<file path="src/rtl/fetch_stage_if.sv">
// Instruction-memory handshake bundle between the fetch stage and imem.
//   imem_addr  : fetch address (master -> slave)
//   imem_req   : fetch request (master -> slave)
//   imem_rdata : fetched instruction (slave -> master)
//   imem_valid : imem_rdata valid this cycle (slave -> master)
interface fetch_stage_if #(
    parameter int W = 32
);
    logic [W-1:0] imem_addr;
    logic         imem_req;
    logic [W-1:0] imem_rdata;
    logic         imem_valid;

    modport master (output imem_addr, output imem_req,
                    input  imem_rdata, input imem_valid);
    modport slave  (input  imem_addr, input imem_req,
                    output imem_rdata, output imem_valid);
endinterface

</file>
<file path="src/rtl/fetch_stage.sv">
// MIPS instruction-fetch stage with IF/ID pipeline register.
// Holds the PC, fetches over a variable-latency imem handshake, absorbs
// hazard stalls in a one-entry hold buffer and handles branch/jump redirects.
// Ports:
//   clk, reset          : clock, synchronous active-high reset
//   stall               : hazard unit, hold IF/ID
//   branch_taken/target : EX-stage branch redirect (higher priority)
//   jump/jump_target    : ID-stage jump redirect
//   imem                : instruction-memory handshake (master side)
//   if_id_instr/pc4/valid, opcode : IF/ID contents to decode/control
module fetch_stage #(
    parameter int                 INSTR_W  = 32,
    parameter logic [INSTR_W-1:0] RESET_PC = '0
) (
    input  logic               clk,
    input  logic               reset,
    input  logic               stall,
    input  logic               branch_taken,
    input  logic [INSTR_W-1:0] branch_target,
    input  logic               jump,
    input  logic [INSTR_W-1:0] jump_target,
    fetch_stage_if.master      imem,
    output logic [INSTR_W-1:0] if_id_instr,
    output logic [INSTR_W-1:0] if_id_pc4,
    output logic               if_id_valid,
    output logic [5:0]         opcode
);
    typedef enum logic [1:0] {FETCH, HOLD, DRAIN} state_t;

    localparam logic [INSTR_W-1:0] FOUR = INSTR_W'(4);

    state_t             state_q;
    logic [INSTR_W-1:0] pc_q;
    logic [INSTR_W-1:0] drain_addr_q;   // address of the abandoned request
    logic [INSTR_W-1:0] instr_q, pc4_q;
    logic               valid_q;
    logic [INSTR_W-1:0] buf_instr_q, buf_pc4_q;

    logic               redirect;
    logic [INSTR_W-1:0] target;
    logic [INSTR_W-1:0] pc_plus4;

    // Branch is resolved in EX, i.e. it belongs to the older instruction.
    assign redirect = branch_taken | jump;
    assign target   = branch_taken ? branch_target : jump_target;
    assign pc_plus4 = pc_q + FOUR;

    // During DRAIN pc_q already holds the redirect target, but the
    // outstanding request must keep its original address until it completes.
    assign imem.imem_req  = !reset && (state_q != HOLD);
    assign imem.imem_addr = (state_q == DRAIN) ? drain_addr_q : pc_q;

    assign if_id_instr = instr_q;
    assign if_id_pc4   = pc4_q;
    assign if_id_valid = valid_q;
    assign opcode      = instr_q[INSTR_W-1:INSTR_W-6];

    always_ff @(posedge clk) begin
        if (reset) begin
            state_q      <= FETCH;
            pc_q         <= RESET_PC;
            drain_addr_q <= '0;
            instr_q      <= '0;
            pc4_q        <= '0;
            valid_q      <= 1'b0;
            buf_instr_q  <= '0;
            buf_pc4_q    <= '0;
        end else begin
            case (state_q)
                FETCH: begin
                    if (redirect) begin
                        instr_q <= '0;
                        pc4_q   <= '0;
                        valid_q <= 1'b0;
                        pc_q    <= target;
                        // Request still in flight: wait it out before refetching.
                        if (!imem.imem_valid) begin
                            drain_addr_q <= pc_q;
                            state_q      <= DRAIN;
                        end
                    end else if (imem.imem_valid) begin
                        pc_q <= pc_plus4;
                        if (!stall) begin
                            instr_q <= imem.imem_rdata;
                            pc4_q   <= pc_plus4;
                            valid_q <= 1'b1;
                        end else begin
                            buf_instr_q <= imem.imem_rdata;
                            buf_pc4_q   <= pc_plus4;
                            state_q     <= HOLD;
                        end
                    end else if (!stall) begin
                        instr_q <= '0;
                        valid_q <= 1'b0;
                    end
                end
                HOLD: begin
                    if (redirect) begin
                        instr_q <= '0;
                        pc4_q   <= '0;
                        valid_q <= 1'b0;
                        pc_q    <= target;
                        state_q <= FETCH;
                    end else if (!stall) begin
                        instr_q <= buf_instr_q;
                        pc4_q   <= buf_pc4_q;
                        valid_q <= 1'b1;
                        state_q <= FETCH;
                    end
                end
                DRAIN: begin
                    // Youngest redirect wins; the drained data is dropped.
                    if (redirect) pc_q <= target;
                    if (imem.imem_valid) state_q <= FETCH;
                    instr_q <= '0;
                    pc4_q   <= '0;
                    valid_q <= 1'b0;
                end
                default: state_q <= FETCH;
            endcase
        end
    end
endmodule

</file>
<file path="src/flat_wrapper.sv">
// flat-port wrapper written by rule: the top's interface ports become plain ports
module fetch_stage_flat 
#(
    parameter int                 INSTR_W  = 32,
    parameter logic [INSTR_W-1:0] RESET_PC = '0
)
  (clk, reset, stall, branch_taken, branch_target, jump, jump_target, if_id_instr, if_id_pc4, if_id_valid, opcode, imem_imem_addr, imem_imem_req, imem_imem_rdata, imem_imem_valid);
  fetch_stage_if #(.W(32)) imem_i ();
  input  logic clk;
  input  logic reset;
  input  logic stall;
  input  logic branch_taken;
  input  logic [INSTR_W-1:0] branch_target;
  input  logic jump;
  input  logic [INSTR_W-1:0] jump_target;
  output logic [INSTR_W-1:0] if_id_instr;
  output logic [INSTR_W-1:0] if_id_pc4;
  output logic if_id_valid;
  output logic [5:0] opcode;
  output wire logic [$bits(imem_i.imem_addr)-1:0] imem_imem_addr;
  output wire logic [$bits(imem_i.imem_req)-1:0] imem_imem_req;
  input wire logic [$bits(imem_i.imem_rdata)-1:0] imem_imem_rdata;
  input wire logic [$bits(imem_i.imem_valid)-1:0] imem_imem_valid;
  assign imem_imem_addr = imem_i.imem_addr;
  assign imem_imem_req = imem_i.imem_req;
  assign imem_i.imem_rdata = imem_imem_rdata;
  assign imem_i.imem_valid = imem_imem_valid;
  fetch_stage #(.INSTR_W(INSTR_W), .RESET_PC(RESET_PC)) u_core (.clk(clk), .reset(reset), .stall(stall), .branch_taken(branch_taken), .branch_target(branch_target), .jump(jump), .jump_target(jump_target), .imem(imem_i), .if_id_instr(if_id_instr), .if_id_pc4(if_id_pc4), .if_id_valid(if_id_valid), .opcode(opcode));
endmodule
</file>
<file path="config.mk">
export PLATFORM = sky130hd
export DESIGN_NAME = fetch_stage_flat
export DESIGN_NICKNAME = d
export VERILOG_FILES = /design/src/rtl/fetch_stage_if.sv /design/src/rtl/fetch_stage.sv /design/src/flat_wrapper.sv
export SDC_FILE = /design/constraint.sdc
export NUM_CORES = 1
export LEC_CHECK = 0
export BUFFER_PORTS_ARGS = -buffer_cell sky130_fd_sc_hd__buf_4
export CAP_MARGIN = 20
export CORE_ASPECT_RATIO = 1.2
export CORE_UTILIZATION = 45
export CTS_CLUSTER_DIAMETER = 40
export DETAILED_ROUTE_END_ITERATION = 8
export GPL_TIMING_DRIVEN = 1
export PLACE_DENSITY_LB_ADDON = 0.12
export SYNTH_ARGS = -nofsm -noshare
export SYNTH_HDL_FRONTEND = slang
export SYNTH_SLANG_ARGS = --single-unit
</file>
<file path="constraint.sdc">
create_clock -name clk -period 2.5 [get_ports clk]
set_clock_uncertainty 0.05 [all_clocks]
set_input_delay 0 -clock clk [delete_from_list [all_inputs] [get_ports clk]]
set_output_delay 0 -clock clk [all_outputs]
set_load 0.005 [all_outputs]
</file>
==> run_summary.xml, run 1 <==
<?xml version="1.0" encoding="UTF-8"?>
<metrics>
  <group name="route">
    <metric name="met3_length" unit="um">1691</metric>
    <metric name="topRoutingLayerUsed" unit="">met4</metric>
    <metric name="number_of_design_rule_violations_left_by_the_first_detailed_router_iteration" unit="">641</metric>
    <metric name="routedWlPerCell" unit="um">16.46</metric>
    <metric name="total_drc_errors_in_the_routed_layout" unit="">0</metric>
    <metric name="vias_per_cell" unit="">5.493</metric>
    <metric name="num_vias" unit="">9459</metric>
    <metric name="ant_nets" unit="">0</metric>
    <metric name="detailroute.wirelength.met2" unit="um">13620</metric>
    <metric name="dr.pass1.iters" unit="">5</metric>
    <metric name="drt_wl_total" unit="um">28350</metric>
    <metric name="met1_length" unit="um">12620</metric>
  </group>
  <group name="clock_network">
    <metric name="cts-buffers-inserted" unit="">17</metric>
    <metric name="clkSinkCount" unit="">195</metric>
    <metric name="cts.reportedPaths.clkPinSlew" unit="ns">0.08</metric>
    <metric name="skew_pair_late_insertion_delay" unit="ns">0.44</metric>
    <metric name="cts_tree" unit="">built</metric>
    <metric name="ctsHtreeMaxLevel" unit="">4</metric>
    <metric name="cts-root-to-sink-buffers" unit="">2</metric>
    <metric name="cts_root_buffer" unit="">sky130_fd_sc_hd__clkbuf_16</metric>
  </group>
  <group name="yosys">
    <metric name="postSynthNetCount" unit="">1296</metric>
    <metric name="syn_area_per_cell" unit="sq um">7.880</metric>
    <metric name="yosys_register_bits" unit="">195</metric>
    <metric name="synth_sequential_area_ratio" unit="%">41.70</metric>
    <metric name="mappedNetlistArea" unit="sq um">9361</metric>
    <metric name="synthDistinctLibCells" unit="">59</metric>
    <metric name="yosysWarnings" unit="">0</metric>
    <metric name="syn-instance-count" unit="">1188</metric>
    <metric name="asyncSetResetFlopFracSynth" unit="%">0</metric>
    <metric name="number_of_enable_flip_flop_cells_after_synthesis" unit="">0</metric>
    <metric name="synth-main-ff-cell" unit="">sky130_fd_sc_hd__dfxtp_1</metric>
  </group>
  <group name="final_layout">
    <metric name="fillCellCount" unit="">1761</metric>
    <metric name="design.final.nets" unit="">1552</metric>
    <metric name="antennaDiodeCount" unit="">0</metric>
    <metric name="final_layout_size_suffix_gt1_share" unit="%">25.26</metric>
    <metric name="seq_area" unit="sq um">3910</metric>
    <metric name="multiInputGateArea" unit="sq um">5021</metric>
    <metric name="syn_to_final_growth" unit="%">38.71</metric>
  </group>
  <group name="power_and_ir_drop">
    <metric name="total_power" unit="mW">8.137</metric>
    <metric name="power_density" unit="nW/um^2">626.6</metric>
    <metric name="static-leakage-power" unit="nW">5.197</metric>
    <metric name="vdd_ir_drop_max" unit="V">0.0004757</metric>
  </group>
  <group name="setup_path">
    <metric name="worst_path_largest_cell_delay" unit="ns">0.57</metric>
    <metric name="worst_ep_required_time" unit="ns">2.75</metric>
    <metric name="timing.critical_path.to_type" unit="">register</metric>
    <metric name="timing.critical_path.slowest_stage_cell" unit="">sky130_fd_sc_hd__or4_2</metric>
    <metric name="crit_type" unit="">register to register</metric>
    <metric name="crit_path_cell_trace" unit="">nand4_1, or4_2, nor4_1, buf_4, mux2i_1, a311oi_1</metric>
    <metric name="crit_path_start_kind" unit="">register</metric>
    <metric name="worstPathMaxFanout" unit="">8</metric>
    <metric name="timing.critical_path.arrival" unit="ns">2.70</metric>
  </group>
  <group name="grt">
    <metric name="largest_net_degree_at_the_start_of_global_routing" unit="">69</metric>
    <metric name="first_global_vias" unit="">8976</metric>
    <metric name="grt_pass1_wl" unit="um">46130</metric>
    <metric name="gr-usage-all-layers" unit="%">26.87</metric>
    <metric name="gr-total-overflow" unit="">0</metric>
    <metric name="initial_antenna_violation_count" unit="">0</metric>
  </group>
  <group name="sta">
    <metric name="hold_violations" unit="">0</metric>
    <metric name="tightest_hold_margin" unit="ns">0.01125</metric>
    <metric name="layout_min_cycle_time" unit="ns">2.445</metric>
    <metric name="rsz0062_at_grt" unit="">false</metric>
    <metric name="max_clock_freq" unit="MHz">409.0</metric>
    <metric name="final_setup_violations" unit="">0</metric>
    <metric name="timing.final.ws_setup" unit="ns">0.05497</metric>
    <metric name="min_period_over_period" unit="%">97.80</metric>
    <metric name="fin_tns_setup" unit="ns">0</metric>
    <metric name="timing.max_slew.rel_slack" unit="%">60.42</metric>
    <metric name="pins_over_slew_limit" unit="">0</metric>
    <metric name="tightestPinTransition" unit="ns">0.5854</metric>
  </group>
  <group name="die">
    <metric name="floorplan.rows" unit="">57</metric>
    <metric name="pin_count" unit="">206</metric>
    <metric name="floorplan.initialDensity" unit="%">46.06</metric>
    <metric name="die_area" unit="sq um">21390</metric>
    <metric name="floorplan.die.width" unit="um">133.7</metric>
    <metric name="dieHeight" unit="um">160</metric>
    <metric name="core-area" unit="sq um">20330</metric>
  </group>
  <group name="job">
    <metric name="number_of_max_capacitance_violations_reported" unit="">0</metric>
  </group>
  <group name="place">
    <metric name="total_of_buffers_placed_on_input_and_output_ports" unit="">205</metric>
    <metric name="hpwl" unit="um">18700</metric>
    <metric name="globalplace.congestion" unit="">0.8768</metric>
    <metric name="preCtsSetupSlack" unit="ns">0.05655</metric>
  </group>
  <group name="status">
    <metric name="status" unit="">finished clean</metric>
  </group>
  <group name="worst_hold_path">
    <metric name="hold_path_class" unit="">input pin to register</metric>
  </group>
</metrics>
what timing repair did:
action,in CTS,in global routing
endpoints found under the setup margin,0,27
setup buffers,0,1
endpoints found under the hold margin,89,0
hold buffers,92,0
resized for setup,0,11
cell usage after synthesis (4+ instances only):
cell,number,share of area [%]
sky130_fd_sc_hd__dfxtp_1,195,42
sky130_fd_sc_hd__nand2_1,195,7.8
sky130_fd_sc_hd__nor2_1,133,5.3
sky130_fd_sc_hd__a21oi_1,120,6.4
sky130_fd_sc_hd__clkbuf_1,102,4.1
sky130_fd_sc_hd__a211oi_1,66,5.3
sky130_fd_sc_hd__nor3_1,43,2.3
sky130_fd_sc_hd__a22oi_1,33,2.6
sky130_fd_sc_hd__o21ai_0,33,1.8
sky130_fd_sc_hd__mux2_2,32,3.8
sky130_fd_sc_hd__nand3_1,24,1.3
sky130_fd_sc_hd__mux2i_1,19,2.0
sky130_fd_sc_hd__a221oi_1,15,1.4
sky130_fd_sc_hd__or3_1,13,0.87
sky130_fd_sc_hd__xnor2_1,12,1.1
sky130_fd_sc_hd__xor2_1,11,1.0
sky130_fd_sc_hd__a311oi_1,10,0.94
sky130_fd_sc_hd__nor4_1,10,0.67
sky130_fd_sc_hd__buf_1,9,0.36
sky130_fd_sc_hd__nand4_1,9,0.60
sky130_fd_sc_hd__a31oi_1,8,0.53
sky130_fd_sc_hd__buf_4,8,0.64
sky130_fd_sc_hd__inv_1,8,0.32
sky130_fd_sc_hd__and3_1,6,0.40
sky130_fd_sc_hd__buf_2,6,0.32
sky130_fd_sc_hd__ha_1,6,0.80
sky130_fd_sc_hd__a22o_1,5,0.47
sky130_fd_sc_hd__and4_1,5,0.47
sky130_fd_sc_hd__a21boi_0,4,0.32
sky130_fd_sc_hd__or2_2,4,0.27
cell usage in the layout (no fill, tap or decap), types with 3 or more instances in the layout:
cell type / synthesis / final
sky130_fd_sc_hd__a221oi_1: 15 / 14
sky130_fd_sc_hd__dlygate4sd3_1: 0 / 92
sky130_fd_sc_hd__or2_2: 4 / 4
sky130_fd_sc_hd__clkbuf_16: 0 / 17
sky130_fd_sc_hd__and4_1: 5 / 5
sky130_fd_sc_hd__a22oi_1: 33 / 33
sky130_fd_sc_hd__a21oi_1: 120 / 119
sky130_fd_sc_hd__mux2_2: 32 / 32
sky130_fd_sc_hd__o21ai_0: 33 / 32
sky130_fd_sc_hd__buf_4: 8 / 258
sky130_fd_sc_hd__a211oi_1: 66 / 66
sky130_fd_sc_hd__nand3b_1: 3 / 3
sky130_fd_sc_hd__a22o_1: 5 / 5
sky130_fd_sc_hd__a311oi_1: 10 / 10
sky130_fd_sc_hd__inv_1: 8 / 8
sky130_fd_sc_hd__o211ai_1: 3 / 3
sky130_fd_sc_hd__nand2_1: 195 / 195
sky130_fd_sc_hd__and3_1: 6 / 5
sky130_fd_sc_hd__nand4_1: 9 / 9
sky130_fd_sc_hd__a31oi_1: 8 / 8
sky130_fd_sc_hd__inv_8: 0 / 4
sky130_fd_sc_hd__nand3_1: 24 / 23
sky130_fd_sc_hd__buf_12: 0 / 10
sky130_fd_sc_hd__nor2_1: 133 / 130
sky130_fd_sc_hd__nor3_1: 43 / 43
sky130_fd_sc_hd__o21a_1: 3 / 3
sky130_fd_sc_hd__xnor2_1: 12 / 12
sky130_fd_sc_hd__a21boi_0: 4 / 4
sky130_fd_sc_hd__ha_1: 6 / 5
sky130_fd_sc_hd__inv_6: 0 / 3
sky130_fd_sc_hd__dfxtp_2: 0 / 5
sky130_fd_sc_hd__or3_1: 13 / 12
sky130_fd_sc_hd__dfxtp_1: 195 / 190
sky130_fd_sc_hd__mux2i_1: 19 / 19
sky130_fd_sc_hd__xor2_1: 11 / 11
sky130_fd_sc_hd__clkinv_8: 0 / 4
sky130_fd_sc_hd__nor4_1: 10 / 10
layout make-up:
| class | instances | area share (%) |
|---|---|---|
| sequential | 195 | 30.11 |
| multi-input combinational | 860 | 38.67 |
| clock inverter | 15 | 1.436 |
| timing repair buffer | 362 | 23.72 |
| inverter | 8 | 0.2313 |
| clock buffer | 17 | 3.276 |
| tap | 265 | 2.553 |
power breakdown:
part	switching [mW]	internal, mW	total (mW)
combinational	0.940	0.904	1.84
clock	1.38	1.44	2.82
sequential	0.162	3.31	3.47
routing by layer:
| layer | vias to the layer above | global-route usage [%] |
|---|---|---|
| met5 | - | 0 |
| met4 | 0 | 8.058 |
| met3 | 28 | 3.746 |
| met2 | 330 | 45.60 |
| met1 | 4377 | 35.18 |
| li1 | 4724 | - |
through the flow:
step                      utilization, %  instances  area (sq um)
after global placement             56.12       1597         11410
after global routing               63.88       1722         12990
after floorplan                        -       1188          9365
final                              63.88       1722         12990
after detailed placement           56.12       1597         11410
after CTS                          63.66       1721         12940
path summary, 6_finish.rpt:
path	start	end	slack (ns)	depth (start not counted)
max	u_core.pc_q[12]	u_core.pc_q[21]	0.05	6
max reg2reg	u_core.pc_q[12]	u_core.pc_q[21]	0.05	6
min	branch_target[15]	u_core.pc_q[15]	0.01	5
min reg2reg	u_core.drain_addr_q[27]	u_core.drain_addr_q[27]	0.40	2
worst max-delay path, delay by kind of cell (launching register included):
kind	cells	cell delay, ns
muxes	1	0.32
DFF	1	0.49
and+or+nand+nor	3	1.12
buffers and inverters	1	0.19
AOI/OAI and AO/OA	1	0.13
state kept, by name (all words and copies together) (netlist names):
| register | flops |
|---|---|
| u_core.state_q | 2 |
| u_core.pc_q | 32 |
| u_core.if_id_pc4 | 32 |
| u_core.if_id_valid | 1 |
| u_core.buf_instr_q | 32 |
| u_core.drain_addr_q | 32 |
| u_core.buf_pc4_q | 32 |
| u_core.if_id_instr | 32 |
cell families (layout without fill, tap and decap cells):
logic type | after synthesis | count (layout) | share of synthesized area, %
buf+inv | 133 | 402 | 5.734
compound gates | 310 | 310 | 21.20
mux | 51 | 51 | 5.881
flops | 195 | 195 | 41.70
fa+ha+maj | 6 | 6 | 0.8019
xor+xnor | 23 | 23 | 2.152
simple gates | 470 | 470 | 22.53
Note: power is estimated with default switching activity, not from simulation.
==> inputs of run 2 (changes only) <==
--- a/config.mk
+++ b/config.mk
@@ -6,13 +6,13 @@
 export NUM_CORES = 1
 export LEC_CHECK = 0
 export BUFFER_PORTS_ARGS = -buffer_cell sky130_fd_sc_hd__buf_4
-export CAP_MARGIN = 20
 export CORE_ASPECT_RATIO = 1.2
 export CORE_UTILIZATION = 45
 export CTS_CLUSTER_DIAMETER = 40
 export DETAILED_ROUTE_END_ITERATION = 8
 export GPL_TIMING_DRIVEN = 1
 export PLACE_DENSITY_LB_ADDON = 0.12
+export SETUP_SLACK_MARGIN = 0.5
 export SYNTH_ARGS = -nofsm -noshare
 export SYNTH_HDL_FRONTEND = slang
 export SYNTH_SLANG_ARGS = --single-unit
==> run 2 against run 1 <==
  * Register-to-register slack improved by 0.16 ns
  * Power up 6.5%
  * Global-route usage up 1.3 points
  * Worst setup slack better by 0.16 ns
  * Critical path type unchanged
  * Critical endpoint is now u_core.pc_q[22]
==> run_summary.xml, run 2 (synthesized netlist as in run 1, its figures left out) <==
<?xml version="1.0" encoding="UTF-8"?>
<metrics>
  <group name="setup_path">
    <metric name="crit_path_start_kind" unit="">register</metric>
    <metric name="timing.critical_path.arrival" unit="ns">2.60</metric>
    <metric name="crit_type" unit="">register to register</metric>
    <metric name="timing.critical_path.to_type" unit="">register</metric>
    <metric name="worst_path_largest_cell_delay" unit="ns">0.55</metric>
    <metric name="critical-path-top-delay-family" unit="">simple AND/OR/NAND/NOR gates</metric>
    <metric name="worst_setup_path_startpoint" unit="">u_core.pc_q[6]</metric>
    <metric name="timing.critical_path.slowest_stage_cell" unit="">sky130_fd_sc_hd__or4_4</metric>
    <metric name="worstPathMaxFanout" unit="">8</metric>
    <metric name="worst_ep_required_time" unit="ns">2.81</metric>
    <metric name="worst_r2r_startpoint" unit="">u_core.pc_q[6]</metric>
    <metric name="crit_path_cell_trace" unit="">nand2_4, or4_4, buf_4, or3_4, or3_1, a31oi_1</metric>
    <metric name="cp_num_buf_inv" unit="">1</metric>
  </group>
  <group name="final_layout">
    <metric name="syn_to_final_growth" unit="%">56.55</metric>
    <metric name="design.final.nets" unit="">1611</metric>
    <metric name="fin_cells" unit="">1781</metric>
    <metric name="final_layout_size_suffix_gt1_share" unit="%">37.80</metric>
    <metric name="final_cell_mix" unit="">sky130_fd_sc_hd__buf_4, sky130_fd_sc_hd__nand2_1, sky130_fd_sc_hd__dfxtp_1, sky130_fd_sc_hd__nor2_1, sky130_fd_sc_hd__a21oi_1</metric>
    <metric name="final_design_area_no_fill" unit="sq um">14660</metric>
    <metric name="postLayoutCoreUtil" unit="%">72.10</metric>
    <metric name="mostFrequentLayoutCell" unit="">sky130_fd_sc_hd__buf_4</metric>
    <metric name="antennaDiodeCount" unit="">0</metric>
    <metric name="fillCellCount" unit="">1481</metric>
  </group>
  <group name="power_and_ir_drop">
    <metric name="combinationalPowerShare" unit="%">27.1</metric>
    <metric name="cellInternalPower" unit="mW">5.871</metric>
    <metric name="power_density" unit="nW/um^2">591.4</metric>
    <metric name="netSwitchingPower" unit="mW">2.795</metric>
    <metric name="static-leakage-power" unit="nW">5.803</metric>
    <metric name="vdd_ir_drop_max" unit="V">0.0005214</metric>
    <metric name="p_clk_share" unit="%">32.4</metric>
    <metric name="power.sequential.fraction" unit="%">40.5</metric>
    <metric name="swShare" unit="%">32.25</metric>
  </group>
  <group name="die">
    <metric name="core-area" unit="sq um">20330</metric>
    <metric name="pin_count" unit="">206</metric>
    <metric name="floorplan.die.width" unit="um">133.7</metric>
    <metric name="dieHeight" unit="um">160</metric>
    <metric name="floorplan.rows" unit="">57</metric>
    <metric name="floorplan.initialDensity" unit="%">46.06</metric>
    <metric name="die_area" unit="sq um">21390</metric>
  </group>
  <group name="route">
    <metric name="number_of_design_rule_violations_left_by_the_first_detailed_router_iteration" unit="">782</metric>
    <metric name="drt_wl_total" unit="um">34390</metric>
    <metric name="vias_per_cell" unit="">5.812</metric>
    <metric name="ant_nets" unit="">0</metric>
    <metric name="total_drc_errors_in_the_routed_layout" unit="">0</metric>
    <metric name="num_vias" unit="">10350</metric>
    <metric name="dr.pass1.iters" unit="">5</metric>
    <metric name="routedWlPerCell" unit="um">19.31</metric>
  </group>
  <group name="clock_network">
    <metric name="cts-root-to-sink-buffers" unit="">2</metric>
    <metric name="cts.reportedPaths.clkPinSlew" unit="ns">0.08</metric>
    <metric name="cts-buffers-inserted" unit="">17</metric>
    <metric name="clkSinkCount" unit="">195</metric>
    <metric name="ctsHtreeMaxLevel" unit="">4</metric>
    <metric name="cts_tree" unit="">built</metric>
    <metric name="cts_root_buffer" unit="">sky130_fd_sc_hd__clkbuf_16</metric>
    <metric name="skew_pair_late_insertion_delay" unit="ns">0.44</metric>
  </group>
  <group name="place">
    <metric name="hpwl" unit="um">18470</metric>
    <metric name="dp.cells" unit="">1584</metric>
    <metric name="post_dp_cell_area" unit="sq um">11380</metric>
    <metric name="globalplace.congestion" unit="">0.8719</metric>
    <metric name="total_of_buffers_placed_on_input_and_output_ports" unit="">205</metric>
  </group>
  <group name="sta">
    <metric name="pins_over_slew_limit" unit="">0</metric>
    <metric name="timing.max_slew.rel_slack" unit="%">30.96</metric>
    <metric name="max_clock_freq" unit="MHz">436.7</metric>
    <metric name="layout_min_cycle_time" unit="ns">2.290</metric>
    <metric name="hold_violations" unit="">0</metric>
    <metric name="fin_tns_setup" unit="ns">0</metric>
    <metric name="min_period_over_period" unit="%">91.60</metric>
    <metric name="tightest_hold_margin" unit="ns">0.02748</metric>
    <metric name="final_setup_violations" unit="">0</metric>
    <metric name="rsz0062_at_grt" unit="">true</metric>
    <metric name="tightestPinTransition" unit="ns">1.032</metric>
  </group>
  <group name="worst_hold_path">
    <metric name="hold_path_startpoint" unit="">jump_target[8]</metric>
    <metric name="hold_path_class" unit="">input pin to register</metric>
  </group>
  <group name="grt">
    <metric name="gr-total-overflow" unit="">0</metric>
    <metric name="initial_antenna_violation_count" unit="">0</metric>
    <metric name="largest_net_degree_at_the_start_of_global_routing" unit="">65</metric>
    <metric name="grt_pass1_wl" unit="um">47880</metric>
    <metric name="first_global_vias" unit="">9089</metric>
    <metric name="gr-usage-all-layers" unit="%">28.18</metric>
  </group>
  <group name="job">
    <metric name="number_of_max_capacitance_violations_reported" unit="">0</metric>
  </group>
  <group name="status">
    <metric name="status" unit="">finished clean</metric>
  </group>
</metrics>
==> run 2: cell count changes in the layout (fill, tap and decap cells not counted), moves of 11 or more <==
| cell | delta |
|---|---|
| sky130_fd_sc_hd__a211oi_1 | -33 |
| sky130_fd_sc_hd__dfxtp_1 | -18 |
| sky130_fd_sc_hd__a22oi_2 | +19 |
| sky130_fd_sc_hd__buf_12 | +18 |
| sky130_fd_sc_hd__buf_4 | +24 |
| sky130_fd_sc_hd__nor2_1 | -11 |
| sky130_fd_sc_hd__a22oi_1 | -19 |
| sky130_fd_sc_hd__dlygate4sd3_1 | -15 |
| sky130_fd_sc_hd__buf_6 | +18 |
| sky130_fd_sc_hd__a221oi_1 | -12 |
| sky130_fd_sc_hd__a211oi_2 | +33 |
==> run 2: final cells by class <==
class                           instances  area, sq um  share of cell area [%]
Clock buffer                           17        425.4                   2.903
Clock inverter                         15        186.4                   1.272
Inverter                                8        30.03                  0.2049
Multi-Input combinational cell        861         5736                   39.14
Sequential cell                       195         3953                   26.97
Tap cell                              265        331.6                   2.262
Timing Repair Buffer                  420         3994                   27.25
==> run 2: repair_timing <==
action	in CTS	in global routing
endpoints found under the hold margin	97	0
hold buffers	78	0
resized for setup	49	162
buffers inserted	28	43
gates cloned	4	12
setup endpoints to repair	155	163
pin swaps	21	75
==> run 2: per-layer routing <==
layer / track usage [%] / share of wire (%) / vias up
met1: 36.93 / 41 / 4904
met5: 0 / 0 / -
met3: 5.238 / 7.5 / 86
met2: 46.71 / 49 / 514
met4: 8.678 / 3.0 / 0
li1: - / - / 4848
==> run 2: per-stage QoR <==
stage	setup slack, ns	power (mW)
6_report	0.2101	8.667
5_1_grt	0.1874	8.991
4_1_cts	0.1729	8.234
3_5_place_dp	0.1007	5.243
3_3_place_gp	0.1273	5.222
2_1_floorplan	0.2707	4.487
==> run 2: power by group through the flow <==
stage | clock network [mW] | registers (mW) | logic, mW
2_1_floorplan | 0 | 3.47 | 1.01
3_3_place_gp | 0 | 3.56 | 1.67
3_5_place_dp | 0 | 3.56 | 1.68
4_1_cts | 2.83 | 3.49 | 1.91
5_1_grt | 2.96 | 3.53 | 2.50
6_report | 2.81 | 3.51 | 2.35
==> run 2: worst paths after layout <==
check                            endpoint  slack [ns]  depth (start not counted)
hold reg to reg   u_core.drain_addr_q[31]        0.41                          2
setup reg to reg          u_core.pc_q[22]        0.21                          6
hold / removal             u_core.pc_q[8]        0.03                          5
setup / recovery          u_core.pc_q[22]        0.21                          6
==> run 2: worst register-to-register path, stage by stage, from the launching register on <==
cell	delay, ns
sky130_fd_sc_hd__dfxtp_2	0.45
sky130_fd_sc_hd__nand2_4	0.08
sky130_fd_sc_hd__or4_4	0.55
sky130_fd_sc_hd__buf_4	0.18
sky130_fd_sc_hd__or3_4	0.38
sky130_fd_sc_hd__or3_1	0.36
sky130_fd_sc_hd__a31oi_1	0.16
